## config.mk

```make
export PLATFORM = sky130hd
export DESIGN_NAME = mul_ctrl
export DESIGN_NICKNAME = d
export VERILOG_FILES = /design/src/rtl/mul_ctrl.sv
export SDC_FILE = /design/constraint.sdc
export NUM_CORES = 1
export LEC_CHECK = 0
export CORE_UTILIZATION = 60
export CTS_CLUSTER_DIAMETER = 150
export DETAILED_ROUTE_END_ITERATION = 7
export PLACE_DENSITY = 0.8
export SETUP_SLACK_MARGIN = 0.02
export SLEW_MARGIN = 20
export SYNTH_ARGS = -nofsm -noshare
export SYNTH_HDL_FRONTEND = slang
export SYNTH_HIERARCHICAL = 1
export SYNTH_SLANG_ARGS = --single-unit
```

## constraint.sdc

```tcl
create_clock -name clk -period 10.7 [get_ports clk]
set_clock_uncertainty 0.05 [all_clocks]
set_input_delay 2.14 -clock clk [delete_from_list [all_inputs] [get_ports clk]]
set_output_delay 2.14 -clock clk [all_outputs]
set_load 0.1 [all_outputs]
```

## src/rtl/mul_ctrl.sv

```systemverilog
// M-extension multiply sequencer: maps MUL/MULH/MULHSU/MULHU onto a radix-2 Booth core,
// caches the last 64-bit product and returns the selected word over valid/ready.

module mul_booth (
  input  logic        clk,
  input  logic        reset_n,
  input  logic        go,
  input  logic        sign1,
  input  logic        sign0,
  input  logic [31:0] m,
  input  logic [31:0] r,
  output logic        done,
  output logic [63:0] product_c
);
  localparam int unsigned XLEN  = 32;
  localparam int unsigned STEPS = XLEN + 2;
  localparam int unsigned AW    = XLEN + 2;

  logic [STEPS-1:0] seq;
  logic [AW-1:0]    acc;
  logic [AW-1:0]    mcand;
  logic [AW-1:0]    sum_c;
  logic [XLEN-1:0]  mplier;
  logic [XLEN-1:0]  hi_c;
  logic             qm1;
  logic             fix;

  always_comb begin
    case ({mplier[0], qm1})
      2'b01:   sum_c = acc + mcand;
      2'b10:   sum_c = acc - mcand;
      default: sum_c = acc;
    endcase
  end

  // Step 0 loads, steps 1..32 iterate, the last step presents the product.
  always_ff @(posedge clk or negedge reset_n) begin
    if (!reset_n) begin
      seq    <= STEPS'(1);
      acc    <= '0;
      mcand  <= '0;
      mplier <= '0;
      qm1    <= 1'b0;
      fix    <= 1'b0;
    end else if (go) begin
      seq <= {seq[STEPS-2:0], seq[STEPS-1]};
      if (seq[0]) begin
        acc    <= '0;
        mplier <= r;
        qm1    <= 1'b0;
        mcand  <= {{2{sign1 & m[XLEN-1]}}, m};
        fix    <= ~sign0 & r[XLEN-1];
      end else if (!seq[STEPS-1]) begin
        acc    <= {sum_c[AW-1], sum_c[AW-1:1]};
        mplier <= {sum_c[0], mplier[XLEN-1:1]};
        qm1    <= mplier[0];
      end
    end
  end

  // Booth treats r as signed; an unsigned r with its top bit set needs m added at 2^32.
  assign hi_c      = acc[XLEN-1:0] + (fix ? mcand[XLEN-1:0] : XLEN'(0));
  assign product_c = {hi_c, mplier};
  assign done      = seq[STEPS-1];
endmodule

module mul_ctrl (
  input  logic        clk,
  input  logic        reset_n,
  input  logic        req_valid,
  output logic        req_ready,
  input  logic [1:0]  req_op,
  input  logic [31:0] req_rs1,
  input  logic [31:0] req_rs2,
  input  logic [4:0]  req_rd,
  input  logic        kill,
  output logic        resp_valid,
  input  logic        resp_ready,
  output logic [31:0] resp_data,
  output logic [4:0]  resp_rd,
  output logic        busy
);
  localparam int unsigned XLEN = 32;
  localparam int unsigned PW   = 2 * XLEN;
  localparam logic [1:0]  OP_MUL = 2'b00;

  typedef enum logic [1:0] {IDLE, BUSY, DRAIN, RESP} state_t;

  state_t          state, state_d;
  logic [1:0]      op_q, op_d;
  logic [XLEN-1:0] rs1_q, rs1_d, rs2_q, rs2_d;
  logic [4:0]      rd_q, rd_d;
  logic            cache_valid, cache_valid_d;
  logic [XLEN-1:0] cache_rs1, cache_rs1_d, cache_rs2, cache_rs2_d;
  logic            cache_s1, cache_s1_d, cache_s0, cache_s0_d;
  logic [PW-1:0]   cache_prod, cache_prod_d;
  logic [XLEN-1:0] resp_data_d;
  logic [4:0]      resp_rd_d;
  logic            resp_valid_d, busy_d;
  logic            go, done;
  logic [PW-1:0]   product_c;
  logic            req_s1_c, req_s0_c, hit_c;

  function automatic logic [XLEN-1:0] word_sel(input logic [1:0] op, input logic [PW-1:0] p);
    return (op == OP_MUL) ? p[XLEN-1:0] : p[PW-1:XLEN];
  endfunction

  assign req_ready = (state == IDLE) & ~kill;
  assign go        = (state == BUSY) | (state == DRAIN);
  assign req_s1_c  = (req_op != 2'b11);
  assign req_s0_c  = ~req_op[1];
  // MUL only needs the low word, which is the same for every sign pair.
  assign hit_c     = cache_valid & (req_rs1 == cache_rs1) & (req_rs2 == cache_rs2) &
                     (((req_s1_c == cache_s1) & (req_s0_c == cache_s0)) | (req_op == OP_MUL));

  mul_booth u_core (
    .clk       (clk),
    .reset_n   (reset_n),
    .go        (go),
    .sign1     (op_q != 2'b11),
    .sign0     (~op_q[1]),
    .m         (rs1_q),
    .r         (rs2_q),
    .done      (done),
    .product_c (product_c)
  );

  always_comb begin
    state_d       = state;
    op_d          = op_q;
    rs1_d         = rs1_q;
    rs2_d         = rs2_q;
    rd_d          = rd_q;
    cache_valid_d = cache_valid;
    cache_rs1_d   = cache_rs1;
    cache_rs2_d   = cache_rs2;
    cache_s1_d    = cache_s1;
    cache_s0_d    = cache_s0;
    cache_prod_d  = cache_prod;
    resp_data_d   = resp_data;
    resp_rd_d     = resp_rd;
    case (state)
      IDLE: begin
        if (req_valid && req_ready) begin
          op_d  = req_op;
          rs1_d = req_rs1;
          rs2_d = req_rs2;
          rd_d  = req_rd;
          if (hit_c) begin
            resp_data_d = word_sel(req_op, cache_prod);
            resp_rd_d   = req_rd;
            state_d     = RESP;
          end else begin
            cache_valid_d = 1'b0;
            state_d       = BUSY;
          end
        end
      end
      BUSY: begin
        // A kill coinciding with done has nothing left to drain.
        if (kill) begin
          state_d = done ? IDLE : DRAIN;
        end else if (done) begin
          cache_valid_d = 1'b1;
          cache_rs1_d   = rs1_q;
          cache_rs2_d   = rs2_q;
          cache_s1_d    = (op_q != 2'b11);
          cache_s0_d    = ~op_q[1];
          cache_prod_d  = product_c;
          resp_data_d   = word_sel(op_q, product_c);
          resp_rd_d     = rd_q;
          state_d       = RESP;
        end
      end
      DRAIN: begin
        if (done) state_d = IDLE;
      end
      RESP: begin
        if (kill || resp_ready) state_d = IDLE;
      end
      default: state_d = IDLE;
    endcase
    resp_valid_d = (state_d == RESP);
    busy_d       = (state_d != IDLE);
  end

  always_ff @(posedge clk or negedge reset_n) begin
    if (!reset_n) begin
      state       <= IDLE;
      op_q        <= '0;
      rs1_q       <= '0;
      rs2_q       <= '0;
      rd_q        <= '0;
      cache_valid <= 1'b0;
      cache_rs1   <= '0;
      cache_rs2   <= '0;
      cache_s1    <= 1'b0;
      cache_s0    <= 1'b0;
      cache_prod  <= '0;
      resp_data   <= '0;
      resp_rd     <= '0;
      resp_valid  <= 1'b0;
      busy        <= 1'b0;
    end else begin
      state       <= state_d;
      op_q        <= op_d;
      rs1_q       <= rs1_d;
      rs2_q       <= rs2_d;
      rd_q        <= rd_d;
      cache_valid <= cache_valid_d;
      cache_rs1   <= cache_rs1_d;
      cache_rs2   <= cache_rs2_d;
      cache_s1    <= cache_s1_d;
      cache_s0    <= cache_s0_d;
      cache_prod  <= cache_prod_d;
      resp_data   <= resp_data_d;
      resp_rd     <= resp_rd_d;
      resp_valid  <= resp_valid_d;
      busy        <= busy_d;
    end
  end
endmodule

```

==> run metrics, run 1 <==
die area=35,600 um^2; busiest grt layer=met2; Peak VDD IR=0.211 mV; CP max FO=5; # Post-CTS Setup Buffers=0; fin. max-slew vios=0; drt drc=0; CP Class=input pin to output port; Worst Setup End Kind=output port; fin util=68.9%; final antenna-violating net count=0; dominant synthesized flop cell=dfrtp_1; synth warn=6; Total Nets Final=2,490; initial antenna violation count=0; number of H-tree levels=2; DR vias/cell=5.97; Net Switching=1.33 mW; Chip Height=189 um; CP Launch Type=input pin; RSZ-0062 raised after global routing=false; Net Sw Frac=33.4%; post-detail-place hpwl=39.0 mm; status=completed; IO Pins=116; TNS Setup=0 ns; Initial Util=60.7%; Seq pwr share=43.5%; CTS tree=built; num rows=68; period utilisation layout=59.1%; Clk pwr share=36.3%; CTS Buf Count=41; area taken by flip-flops and latches=9440 um^2; Worst Tran Pin Value=1.04 ns; Clk Latency, worst-skew pair=0.57 ns; Max Clock Freq=0.158 GHz; hold crit path type=register to register; Placeable Area=34,500 um^2; layout cells sized above 1=10.1%; # setup viols final=0; internal power=2.65 mW; first-pass GRT wire length=89.6 mm; routing usage on met2=50.9%; Post-synth EDFFs=0; hold_buf cts=0; met1 Usage GRT=45.0%; port bufs=115; Yosys reg bits=377; Async SR Flop Fraction=100%; Fin. Hold Viols=0; clk sinks=377; fin cells=2,828; multi-input logic area=10,900 um^2; Worst Path Required=8.51 ns; Reg clk slew, reported paths=0.06 ns; largest net degree at the start of global routing=108; CTS max path bufs=3; DIE WIDTH=189 um; final WL=56.4 mm; GR Overflow Total=0; TritonRoute pass-1 iters=5; Comb pwr share=20.1%; Filler cells=2,641; fin crit period=6.33 ns; placer congestion estimate=0.907; relative slew slack=30.8%; sequential share of the synthesized area=45.1%; Distinct cells, synth=76; Data arrival, critical path=4.14 ns; Layout area overhead=13.5%; Mapped Cells=2,272; total power per unit cell area=168 nW/um^2; drt wl/cell=20.0 um; Post-Place Cells=2,754; vias in the first global route=16,300; met3 Resource Use GR=4.95%; Mapped Area=20,900 um^2; PostCTS Resize Cnt=0; Mapped Nets=2,420; Max Cap Violations=0; Avg Inst Size Synth=9.21 um^2; initial drt markers=1,328; clk root buf=clkbuf_16; P_leak=11.7 nW; Global Route Usage Sum=32.1%; DR vias=16,900
-- state kept, by name, indices dropped and copies added (netlist names), 5 cells and up --
signal / count
cache_prod: 64
cache_rs1: 32
cache_rs2: 32
rd_q: 5
resp_data: 32
resp_rd: 5
rs1_q: 32
rs2_q: 32
u_core/acc: 33
u_core/mcand: 33
u_core/mplier: 32
u_core/seq: 34
-- final cells by class --
class	count	share of cell area (%)
diodes	1	0.0105
clock buffers	55	4.97
clock inverters	18	0.775
inverters	51	0.807
multi-input cells	1736	45.8
flip-flops and latches	377	39.8
well taps	455	2.40
repair buffers	135	5.52
-- final timing paths --
path,startpoint,end,slack (ns),cells after the start
worst min register to register,cache_prod[34],cache_prod[34],0.42,2
max in group asynchronous,reset_n,cache_prod[62],6.85,3
worst max-delay path,kill,req_ready,4.37,3
worst min-delay path,cache_prod[34],cache_prod[34],0.42,2
worst max register to register,u_core/mcand[6],u_core/acc[32],5.93,17
min in group asynchronous,reset_n,u_core/acc[5],1.54,1
-- cell families (layout without fill, tap and decap cells) --
logic type / count (synthesis) / in the layout / synth area share [%]
fa+ha+maj: 72 / 72 / 4.38
compound gates: 399 / 399 / 12.4
other cells: 0 / 1 / 0
buf+inv: 159 / 259 / 3.16
xor+xnor: 135 / 135 / 5.65
flops: 377 / 377 / 45.1
simple gates: 955 / 955 / 19.8
mux: 175 / 175 / 9.54
-- stage by stage --
stage | power (mW) | cell area, um^2 | setup WS, ns | hold WS, ns
global route | 4.13 | 23700 | 4.36 | 0.446
finish | 3.98 | 23700 | 4.37 | 0.417
global placement | 2.52 | 22400 | 4.46 | 0.400
detailed placement | 2.55 | 22400 | 4.43 | 0.404
floorplan | 2.21 | 20900 | 4.98 | 0.388
CTS | 3.99 | 23700 | 4.40 | 0.419
-- metal layers --
metal	routed length (um)	up-vias
li1	-	7839
met1	24600	8321
met2	26600	618
met3	3750	94
met4	1550	0
met5	0	-
-- power by group through the flow --
stage,registers (mW),logic (mW),clock network (mW)
floorplan,1.68,0.536,0
CTS,1.72,0.804,1.46
global route,1.74,0.872,1.52
detailed placement,1.75,0.800,0
finish,1.73,0.802,1.45
global placement,1.74,0.778,0
-- worst max-delay path, cell delays in order --
cell	delay, ns
clkdlybuf4s50_1	0.51
nor2b_1	0.29
clkdlybuf4s50_1	1.19
-- Yosys cell counts, drive strengths merged, types with 14 or more instances --
cell / n / share of area, %
nor3: 21 / 0.50
dfrtp: 376 / 45
buf: 18 / 0.63
mux2i: 69 / 3.3
nor2b: 42 / 1.3
nand2: 679 / 12
a21oi: 112 / 2.8
inv: 51 / 0.91
mux2: 106 / 6.2
a21o: 36 / 1.3
a31oi: 14 / 0.45
xnor2: 103 / 4.3
nand2b: 31 / 0.93
ha: 70 / 4.2
o21ai: 122 / 3.0
nand4: 26 / 0.78
a211oi: 38 / 1.4
xor2: 32 / 1.3
clkbuf: 90 / 1.6
and2: 36 / 1.1
nor2: 77 / 1.5
-- placed cells by master, fill, tap and decap left out, types with 9 or more instances in the layout --
cell type | Yosys | layout
a211oi_1 | 36 | 36
ha_1 | 70 | 68
mux2i_1 | 69 | 69
buf_4 | 0 | 19
mux2_4 | 30 | 30
xnor2_1 | 103 | 103
o21ai_0 | 110 | 110
mux2_2 | 76 | 76
nand2b_1 | 31 | 31
nand4_1 | 26 | 26
clkbuf_8 | 0 | 10
inv_1 | 51 | 51
a31oi_1 | 13 | 13
nor3_1 | 21 | 21
nor4_1 | 9 | 9
xor2_1 | 32 | 32
nor2_1 | 76 | 74
clkdlybuf4s50_1 | 0 | 114
a21oi_1 | 107 | 107
clkbuf_16 | 0 | 41
a21o_1 | 36 | 36
and2_1 | 35 | 34
a32oi_1 | 10 | 10
clkinv_2 | 0 | 9
a22o_1 | 9 | 9
nand2_1 | 678 | 677
dfrtp_1 | 376 | 376
o21a_1 | 10 | 10
nor2b_1 | 42 | 42
Power figures use the tool's default switching activity.
==> run 2: changes to the inputs <==
Clock period 10.7 ns to 6.5 ns, I/O delays scaled along.
==> run metrics, run 2 (synthesized netlist as in run 1, its figures left out) <==
status=completed; Fin. Hold Viols=0 (unchanged); FF-to-FF setup slack=1.94 ns (-3.99 ns); clk sinks=377 (unchanged); most frequent cells in the layout=nand2_1, dfrtp_1, clkdlybuf4s50_1; CP Launch Type=input pin; CTS Buf Count=41 (unchanged); port bufs=115 (unchanged); DIE WIDTH=189 um (unchanged); CP Class=input pin to output port; initial antenna violation count=3 (+3); Peak VDD IR=0.312 mV (+48%); Critical Path Most Common Cell=clkdlybuf4s50_1; TNS Setup=0 ns (unchanged); max reg flops=64 (unchanged); Initial Util=60.7% (unchanged); Worst path max stage delay=1.18 ns (about the same); final antenna-violating net count=0 (unchanged); Clk Latency, worst-skew pair=0.54 ns (-0.03 ns); Worst Path Buf+Inv=2 (unchanged); final WL=56.3 mm (-0.24%); placer congestion estimate=0.962 (+6.1%); hold crit path type=register to register; Worst Hold Launch=cache_prod[43]; fin. max-slew vios=0 (unchanged); fin crit period=4.58 ns; GR Overflow Total=0 (unchanged); Max Cap Violations=0 (unchanged); Final Worst Setup Slack=1.92 ns (-2.45 ns); Worst Setup End Kind=output port; Layout area overhead=13.8%; first-pass GRT wire length=89.7 mm (about the same); Critical Path Slowest Stage Cell=clkdlybuf4s50_1; commonest non-fill, non-tap cell in the layout=nand2_1; number of H-tree levels=2 (unchanged); layout cells sized above 1=9.87% (-0.21 points); DR vias=16,800 (-0.29%); total power per unit cell area=280 nW/um^2 (+67%); CP max FO=5 (unchanged); # setup viols final=0 (unchanged); hold path depth=2 (unchanged); Worst Path Required=5.15 ns (-3.36 ns); Reg clk slew, reported paths=0.06 ns (about the same); Worst Tran Pin Value=1.11 ns (+0.0702 ns); DR vias/cell=5.95 (-0.22%); period utilisation layout=70.5%; initial drt markers=1,537 (+16%); diode count=0 (-1); Placeable Area=34,500 um^2 (unchanged); RSZ-0062 raised after global routing=false; Chip Height=189 um (unchanged); stages on the worst setup path=3 (unchanged); P_leak=11.7 nW (+0.24%); relative slew slack=26.1% (-4.7 points); worst-path cell chain=clkdlybuf4s50_1, nor2b_1, clkdlybuf4s50_1; TritonRoute pass-1 iters=6 (+1); clk root buf=clkbuf_16; hold endpoint=cache_prod[43]; Critical R2R Launch=u_core/mcand[6]; FF-to-FF path depth=17 (unchanged); vias in the first global route=16,500 (+1.4%); dpl ws=1.94 ns (-2.49 ns); # Post-CTS Setup Buffers=0 (unchanged); largest net degree at the start of global routing=158 (+46%); capture point of the worst reg-to-reg path=u_core/acc[32]; Max Clock Freq=0.218 GHz; Most flops, register=cache_prod; Data arrival, critical path=3.23 ns (-0.91 ns); Global Route Usage Sum=32.2% (+0.073 points); post-detail-place hpwl=39.2 mm (+0.58%); drt drc=0 (unchanged); num rows=68 (unchanged); IO Pins=116 (unchanged); hold_buf cts=0 (unchanged); total power=6.66 mW (+67%); CTS max path bufs=3 (unchanged); fin util=69.1% (+0.21 points); family with the most delay on the worst path=buffers and inverters; CTS tree=built; biggest regs=cache_prod (64), u_core/seq (34); die area=35,600 um^2 (unchanged); Total Nets Final=2,488 (-0.080%); drt wl/cell=19.9 um (-0.17%); PostCTS Resize Cnt=0 (unchanged)
[run 2: changes by cell type in the layout (fill, tap and decap cells not counted), moves of 3 or more]
cell	delta
buf_4	-3
clkbuf_1	+4
clkinv_2	-3
inv_6	-3
[run 2: metrics by stage]
step	instance area, um^2	hold slack, ns	std cells
floorplan	20900	0.388	2272
global placement	22400	0.401	2752
detailed placement	22400	0.405	2752
CTS	23800	0.419	2826
global route	23800	0.441	2826
finish	23800	0.416	2826
[run 2: metal layers]
metal  vias up  GRT usage, %  part of all wire [%]
li1       7847             -                     -
met1      8238          43.9                    42
met2       619          51.9                    47
met3       113          5.59                   7.4
met4         6          11.4                   3.3
met5         -             0                 0.069
[run 2: worst max-delay path by stage]
stage / start / endpoint
3_5_place_dp: kill / req_ready
5_1_grt: u_core/mcand[6] / u_core/acc[32]
4_1_cts: kill / req_ready
6_report: kill / req_ready
3_3_place_gp: kill / req_ready
2_1_floorplan: kill / resp_data[0]
[run 2: final cells by class]
cell class | instances | area [um^2]
Tap cell | 455 | 569
Inverter | 51 | 191
Clock buffer | 60 | 1220
Sequential cell | 377 | 9440
Timing Repair Buffer | 133 | 1320
Clock inverter | 14 | 213
Fill cell | 2687 | 10700
Multi-Input combinational cell | 1736 | 10900
[run 2: tightest hold or removal path, delay by kind of cell (launching register included)]
kind | cells | cell delay, ns
and+or+nand+nor | 2 | 0.11
DFF | 1 | 0.33
[run 2: power by group]
group	total (mW)	internal, mW	switching [mW]
registers	2.87	2.57	0.305
logic	1.33	0.410	0.922
clock network	2.46	1.50	0.957
